===== src/rtl/sumu3_arb.sv =====
// Two-requester round-robin arbiter in front of a shared sumu3 datapath with LAT-cycle result latency.
// Optional per-requester handshake counters are compiled in with SUMU3_ARB_STATS_EN.
module sumu3_arb #(
    parameter int LAT = 1
) (
    input  logic       clk,
    input  logic       rst_n,
    input  logic       req0,
    input  logic       req1,
    input  logic [2:0] a0,
    input  logic [2:0] b0,
    input  logic [1:0] sl0,
    input  logic [2:0] a1,
    input  logic [2:0] b1,
    input  logic [1:0] sl1,
    output logic       gnt0,
    output logic       gnt1,
    output logic [2:0] op_a,
    output logic [2:0] op_b,
    output logic [1:0] op_sl,
    input  logic [6:0] op_c,
    output logic       rsp_valid,
    output logic       rsp_id,
    output logic [6:0] rsp_c,
    input  logic       rsp_ready,
    output logic       busy
`ifdef SUMU3_ARB_STATS_EN
    ,
    output logic [7:0] cnt0,
    output logic [7:0] cnt1
`endif
);

    typedef enum logic [1:0] {
        IDLE = 2'd0,
        EXEC = 2'd1,
        RESP = 2'd2
    } state_t;

    localparam logic [2:0] LAT_M1 = 3'(LAT - 1);

    state_t     state_r, state_s;
    logic [2:0] lat_cnt_r;
    logic       prio_r, id_r;
    logic       gnt0_r, gnt1_r, busy_r;
    logic [2:0] op_a_r, op_b_r;
    logic [1:0] op_sl_r;
    logic       rsp_valid_r, rsp_id_r;
    logic [6:0] rsp_c_r;
    logic       issue_s, win_s, capture_s, done_s;

    // State register
    always_ff @(posedge clk or negedge rst_n) begin
        if (!rst_n) begin
            state_r <= IDLE;
        end else begin
            state_r <= state_s;
        end
    end

    // Next-state decode, winner selection and per-edge action strobes
    always_comb begin
        state_s   = state_r;
        issue_s   = 1'b0;
        capture_s = 1'b0;
        done_s    = 1'b0;
        if (req0 && req1) begin
            win_s = prio_r;
        end else if (req1) begin
            win_s = 1'b1;
        end else begin
            win_s = 1'b0;
        end
        case (state_r)
            IDLE: begin
                if (req0 || req1) begin
                    state_s = EXEC;
                    issue_s = 1'b1;
                end else begin
                    state_s = IDLE;
                end
            end
            EXEC: begin
                if (lat_cnt_r == 3'd0) begin
                    state_s   = RESP;
                    capture_s = 1'b1;
                end else begin
                    state_s = EXEC;
                end
            end
            RESP: begin
                if (rsp_ready) begin
                    state_s = IDLE;
                    done_s  = 1'b1;
                end else begin
                    state_s = RESP;
                end
            end
            default: begin
                state_s = IDLE;
            end
        endcase
    end

    // Grant pulses, operand issue, latency count, response capture and round-robin pointer
    always_ff @(posedge clk or negedge rst_n) begin
        if (!rst_n) begin
            gnt0_r      <= 1'b0;
            gnt1_r      <= 1'b0;
            busy_r      <= 1'b0;
            op_a_r      <= 3'd0;
            op_b_r      <= 3'd0;
            op_sl_r     <= 2'd0;
            id_r        <= 1'b0;
            lat_cnt_r   <= 3'd0;
            rsp_valid_r <= 1'b0;
            rsp_id_r    <= 1'b0;
            rsp_c_r     <= 7'd0;
            prio_r      <= 1'b0;
        end else begin
            gnt0_r <= issue_s & ~win_s;
            gnt1_r <= issue_s & win_s;
            busy_r <= (state_s != IDLE);
            if (issue_s) begin
                op_a_r    <= win_s ? a1 : a0;
                op_b_r    <= win_s ? b1 : b0;
                op_sl_r   <= win_s ? sl1 : sl0;
                id_r      <= win_s;
                lat_cnt_r <= LAT_M1;
            end else if ((state_r == EXEC) && !capture_s) begin
                lat_cnt_r <= lat_cnt_r - 3'd1;
            end
            if (capture_s) begin
                rsp_valid_r <= 1'b1;
                rsp_id_r    <= id_r;
                rsp_c_r     <= op_c;
            end else if (done_s) begin
                rsp_valid_r <= 1'b0;
                prio_r      <= ~rsp_id_r;
            end
        end
    end

    assign gnt0      = gnt0_r;
    assign gnt1      = gnt1_r;
    assign busy      = busy_r;
    assign op_a      = op_a_r;
    assign op_b      = op_b_r;
    assign op_sl     = op_sl_r;
    assign rsp_valid = rsp_valid_r;
    assign rsp_id    = rsp_id_r;
    assign rsp_c     = rsp_c_r;

`ifdef SUMU3_ARB_STATS_EN
    logic [7:0] cnt0_r, cnt1_r;

    function automatic logic [7:0] sat_inc(input logic [7:0] v);
        return (v == 8'd255) ? v : v + 8'd1;
    endfunction

    // Completed-handshake counters, saturating at 255
    always_ff @(posedge clk or negedge rst_n) begin
        if (!rst_n) begin
            cnt0_r <= 8'd0;
            cnt1_r <= 8'd0;
        end else if (done_s) begin
            if (rsp_id_r) begin
                cnt1_r <= sat_inc(cnt1_r);
            end else begin
                cnt0_r <= sat_inc(cnt0_r);
            end
        end
    end

    assign cnt0 = cnt0_r;
    assign cnt1 = cnt1_r;
`endif

endmodule


===== config.mk =====
export PLATFORM = sky130hd
export DESIGN_NAME = sumu3_arb
export DESIGN_NICKNAME = d
export VERILOG_FILES = /design/src/rtl/sumu3_arb.sv
export SDC_FILE = /design/constraint.sdc
export NUM_CORES = 1
export LEC_CHECK = 0
export ABC_AREA = 0
export BUFFER_PORTS_ARGS = -buffer_cell sky130_fd_sc_hd__clkbuf_2
export CAP_MARGIN = 15
export CORE_UTILIZATION = 24
export DETAILED_ROUTE_END_ITERATION = 16
export SLEW_MARGIN = 20
export SYNTH_ARGS = -nofsm -noshare
export SYNTH_HDL_FRONTEND = slang
export SYNTH_SLANG_ARGS = --single-unit

===== constraint.sdc =====
create_clock -name clk -period 4.4 [get_ports clk]
set_clock_uncertainty 0.15 [all_clocks]
set_input_delay 0.44 -clock clk [delete_from_list [all_inputs] [get_ports clk]]
set_output_delay 0.44 -clock clk [all_outputs]
set_load 0.02 [all_outputs]

### After elaboration in Yosys (flattened, before gate mapping)

Cells that the tools add are included.

| storage, ports and cells | value |
|---|---|
| input bits | 28 |
| word-level logic and storage cells | 50 |
| bits in registers | 27 |

| cells by class | value |
|---|---|
| reductions and logical operators | 10 |
| eq/ne operators | 2 |
| bitwise logic cells | 5 |
| muxes and demuxes | 19 |
| add/subtract/negate cells | 1 |

Operator list:

| operator | count |
|---|---|
| 3-bit 2-to-1 mux | 4 |
| 1-bit 2-to-1 mux | 11 |
| 2-bit 2-to-1 mux | 3 |
| 2-bit case mux with 3 select lines | 1 |
| 2-bit nonzero test | 3 |
| 3-bit logical NOT | 1 |
| 1-bit inverter | 3 |
| 3-bit by 1-bit subtractor with 3-bit output (second input constant) | 1 |
| 1-bit AND | 2 |
| 2-bit by 1-bit == test with 1-bit output (second input constant) | 1 |
| 2-bit == test (second input constant) | 1 |
| 1-bit logical AND | 2 |
| 2-bit logical NOT | 1 |
| 2-bit AND reduction | 1 |
| 1-bit logical NOT | 1 |
| 1-bit logical OR | 1 |

### Logic depth before layout (Yosys ltp)

| depth | value |
|---|---|
| depth in word-level cells | 7 |
| depth in mapped cells | 7 |

### Worst setup path before layout

Ideal clock, no wire load.

| timing | value |
|---|---|
| kind | flip-flop to flip-flop |
| start point | reg lat_cnt_r[0] |
| end point | reg lat_cnt_r[0] |
| clock period less this slack | 1758 ps |
| arrival | 1489 ps |
| slack | 2642 ps |
| required time | 4131 ps |
| cell stages (with the launch flop) | 8 |
| path through | dfrtp_1 inv_1 ha_1 ha_1 or3b_1 buf_2 xnor2_1 and2_1 |

| between the ends | value |
|---|---|
| cells in the longest elaborated chain, start to end | 6 |
| elaborated cells on any way between the ends | 9 |

Ends and longest elaborated chain:

| item | line | source |
|---|---|---|
| from (decl) | 43 | `logic [2:0] lat_cnt_r;` |
| from (signal assigned) | 131 | `lat_cnt_r <= lat_cnt_r - 3'd1;` |
| parallel branches: the longest is 6 deep, another holds 3-bit by 1-bit subtractor with 3-bit output | n/a |  |

Several ways; the timed one is not identified. The select of a mux whose other input is x is not followed.
A chain may end at the register's enable or synchronous reset.

### Worst setup path after layout

| timing | value |
|---|---|
| start point | reg state_r[0] |
| end point | reg op_sl_r[0] (netlist: op_sl[0]) |

| between the ends | value |
|---|---|
| cells in the longest elaborated chain, start to end | 2 |

Ends and longest elaborated chain:

| item | line | source |
|---|---|---|
| from (decl) | 42 | `state_t state_r, state_s;` |
| from (signal assigned) | 57 | `state_r <= state_s;` |
| 2-bit logical NOT | 74 | `case (state_r)` |
| 1-bit 2-to-1 mux | 74 |  |
| to (signal assigned) | 127 | `op_sl_r <= win_s ? sl1 : sl0;` |
| to (decl) | 47 | `logic [1:0] op_sl_r;` |

No other way between the ends.

==> impl.org <==
** Synthesis
- After synthesis, the netlist uses 23 different library cells.
- Net count after synthesis :: 116
- Gate Count Post-Synth :: 86
- Mapped Area :: 1120 sq um
- Flop and latch count out of synthesis :: 27
- Number of warnings reported in the yosys synthesis log :: 0
- Averaged over all synthesized cells, the footprint is 13.1 sq um.
- Sequential fraction of the synthesis area :: 60.2%

** Setup path
- CP Data Required Time :: 4410 ps
- The largest individual stage delay along the critical path comes from the cell a221o_1.
- In this run the register-to-register setup slack is 2520 ps.
- Count of cells along the worst register-to-register path :: 3
- Arrival time of data at the critical path endpoint :: 1890 ps
- On the worst path, the slowest cell contributes a delay of 460 ps.
- The worst setup path is captured at a flop.
- Type of the worst setup path :: reg2reg
- Startpoint of the most critical register-to-register path :: state_r[0]
- Ordered cell list for the critical path :: nor2_2, o21ai_1, a221o_1
- Critical Path Fanout Max :: 14
- FF-to-FF End :: op_sl[0]
- STA classifies the critical path startpoint as a flop.

** Hold path
- Path category of the worst min-delay check :: in2async

** Route
- Average wire length per cell after detail routing :: 12.8 um
- Number of remaining DRC errors :: 0
- First-pass iteration count of the detailed router :: 4
- The routed design has 2360 um of wire.
- Antenna violation net count after detailed routing :: 0
- Via count :: 861
- After detailed routing, the number of vias per cell comes to 4.65.
- Iteration-0 DRC count of the detailed router :: 12

** STA
- Achievable Freq :: 0.531 GHz
- For the finished layout, the period the worst path requires is 1880 ps.
- Final number of setup-violating endpoints :: 0
- The number of pins exceeding their max-slew limit in the final report came to 0.
- Setup TNS after final layout :: 0 ps
- RSZ-0062 raised after global routing :: false
- In this run the tightest slew margin relative to its limit is 38.5%.
- For the pin with the worst max-slew slack, the measured transition is 917 ps.
- The final-report hold violation count is 0.
- After layout, the worst path uses 42.8% of the clock period.

** GRT
- The number of antenna violations at the first check in global routing is 0.
- Maximum number of pins on one net before global-route repair :: 28
- After global routing the overflow that remains totals 0.
- Via count of the first global-routing pass :: 835
- Across every metal layer, demand over resource in global routing totals 9.72%.
- Wire length of the first global-routing pass :: 3840 um

** Pwr
- Worst voltage drop across the vdd grid :: 290 uV
- Of the total power, registers draw 42.2%.
- Int Power :: 0.000603 W
- Leakage :: 0.746 nW
- Combinational logic is responsible for 43.8% of the overall power.
- For this design the total switching power over the nets is 0.000395 W.
- Net switching is 39.6% of the power.
- Power Density :: 696 nW/um^2
- In this run, the clock network consumes 14.0% of the power.

** Finish
- Register area :: 676 sq um
- # fillers :: 448
- Layout Nets :: 164
- Final core occ :: 32.5%
- Multi-input logic area :: 399 sq um
- Of the cells placed in the final design, the portion with a size suffix greater than 1 is 44.4%.
- Post-route cell area :: 1440 sq um
- Layout overhead on the synthesized area :: 27.9%
- The number of antenna diodes in the final layout is 0.

** Floorplanning
- Area inside the core boundary :: 4410 sq um
- Horizontal die dimension :: 70.4 um
- Total Die Area :: 4950 sq um
- Row generation in the floorplan step produced 24 rows.
- In this run the vertical extent of the chip is 70.4 um.
- Boundary pin count :: 48
- Once the floorplan was initialized, standard cells occupied 25.4% of the core.

** Clock network
- Clock slew at reported path FFs :: 90 ps
- Hold repair after CTS inserted 0 buffers.
- Counting the buffers created by CTS gives 3.
- Post_cts resized :: 0
- Clock tree from TritonCTS :: built
- CTS built an H-tree with a depth of 1.
- Clock network latency to the later pin of the worst-skew pair :: 270 ps
- The clock passes through at most 2 buffers.
- The cell sitting at the root of the clock tree is a clkbuf_8.
- Sinks on Clock Net :: 27
- Once the clock tree was built, the setup fixing pass inserted 0 buffers.

** Place
- Summed over all nets, the half-perimeter wirelength after detailed placement is 1780 um.
- Placer congestion estimate :: 0.723
- Placement Cell Area :: 1390 sq um
- The count of buffers added on input and output ports is 47.

** Run status
- The run finished with clean final reports.

** Job
- The tool flagged a number of max-cap violations equal to 0.
## logic make-up (layout without fill, tap and decap cells)
| group | count (synthesis) | count (layout) | share of synthesized area, % |
|---|---|---|---|
| flops | 27 | 27 | 60.2 |
| simple gates | 23 | 23 | 12.0 |
| compound gates | 17 | 17 | 12.5 |
| mux | 8 | 8 | 8.03 |
| buf+inv | 8 | 55 | 4.24 |
| fa+ha+maj | 2 | 2 | 2.23 |
| xor+xnor | 1 | 1 | 0.781 |
## how the worst max path moves through the flow
stage                             from  cells after the start           end  slack (ps)
after floorplan           lat_cnt_r[0]                      7  lat_cnt_r[0]        2640
after global placement    lat_cnt_r[0]                      6          busy        2580
after detailed placement  lat_cnt_r[0]                      6          busy        2510
after CTS                   state_r[0]                      3      op_sl[0]        2490
after global routing        state_r[0]                      3       op_a[0]        2350
final                       state_r[0]                      3      op_sl[0]        2520
## metal layers
layer | GRT usage [%] | wire [um] | vias up
met2 | 15.0 | 1040 | 36
met5 | 0 | 0 | -
met4 | 2.67 | 8 | 0
met1 | 13.2 | 1140 | 418
met3 | 2.74 | 172 | 2
li1 | - | - | 405
## worst max-delay path, delay by kind of cell, from the launching register on
family	cells	cell delay [ps]
compound gates	2	860
flops	1	440
simple gates	1	320
## Yosys cell counts
library cell	number	share of area [%]
ha_1	2	2.2
a21oi_1	2	0.89
o31ai_1	1	0.67
buf_6	2	2.0
nor2_1	3	1.0
o21ai_1	1	0.45
a21boi_0	1	0.67
mux2_2	8	8.0
nor2_2	1	0.56
and2_1	2	1.1
a31o_1	2	1.6
buf_2	2	0.89
and3_1	9	5.0
nand2_1	3	1.0
nand3b_1	3	2.0
a221o_1	8	7.1
dfrtp_1	27	60
xnor2_1	1	0.78
or3b_1	1	0.78
nand2b_1	1	0.56
a21o_1	1	0.67
inv_1	4	1.3
o21ai_0	1	0.45
## layout by cell type, fill, tap and decap left out
master,instances
clkbuf_1,1
o21ai_0,1
xnor2_1,1
o31ai_1,1
a21o_1,1
and2_1,2
nor2_1,3
nand2b_1,1
o21ai_1,1
dfrtp_1,27
or3b_1,1
ha_1,2
a221o_1,8
clkbuf_2,47
inv_1,4
clkbuf_8,3
nor2_2,1
a21oi_1,2
nand3b_1,3
a31o_1,2
and3_1,9
mux2_2,8
a21boi_0,1
nand2_1,3
## power by group through the flow
stage,Sequential (W),Clock (W),Combinational (W)
2_1_floorplan,0.000525,0,0.000206
3_3_place_gp,0.000421,0,0.000432
3_5_place_dp,0.000423,0,0.000445
4_1_cts,0.000422,0.000143,0.000443
5_1_grt,0.000436,0.000152,0.000473
6_report,0.000421,0.000140,0.000437
## sequential cells by signal (all words and copies together) (netlist names), 2 cells and up
name and cells:
op_sl 2, state_r 2, op_a 3, lat_cnt_r 3, op_b 3, rsp_c 7
## per-stage QoR
stage	setup WS [ps]	instances	power (W)	hold WS, ps
3_3_place_gp	2580	181	0.000853	306
6_report	2520	185	0.000998	42.7
4_1_cts	2490	185	0.00101	62.6
2_1_floorplan	2640	86	0.000731	-5.59
5_1_grt	2350	185	0.00106	88.4
3_5_place_dp	2510	181	0.000868	317
## area by class of cell
type	count	share of cell area (%)
clock buffers	4	3.14
inverters	4	1.05
well taps	52	4.53
flip-flops and latches	27	47.1
multi-input cells	51	27.8
repair buffers	47	16.4
Power figures use the tool's default switching activity.
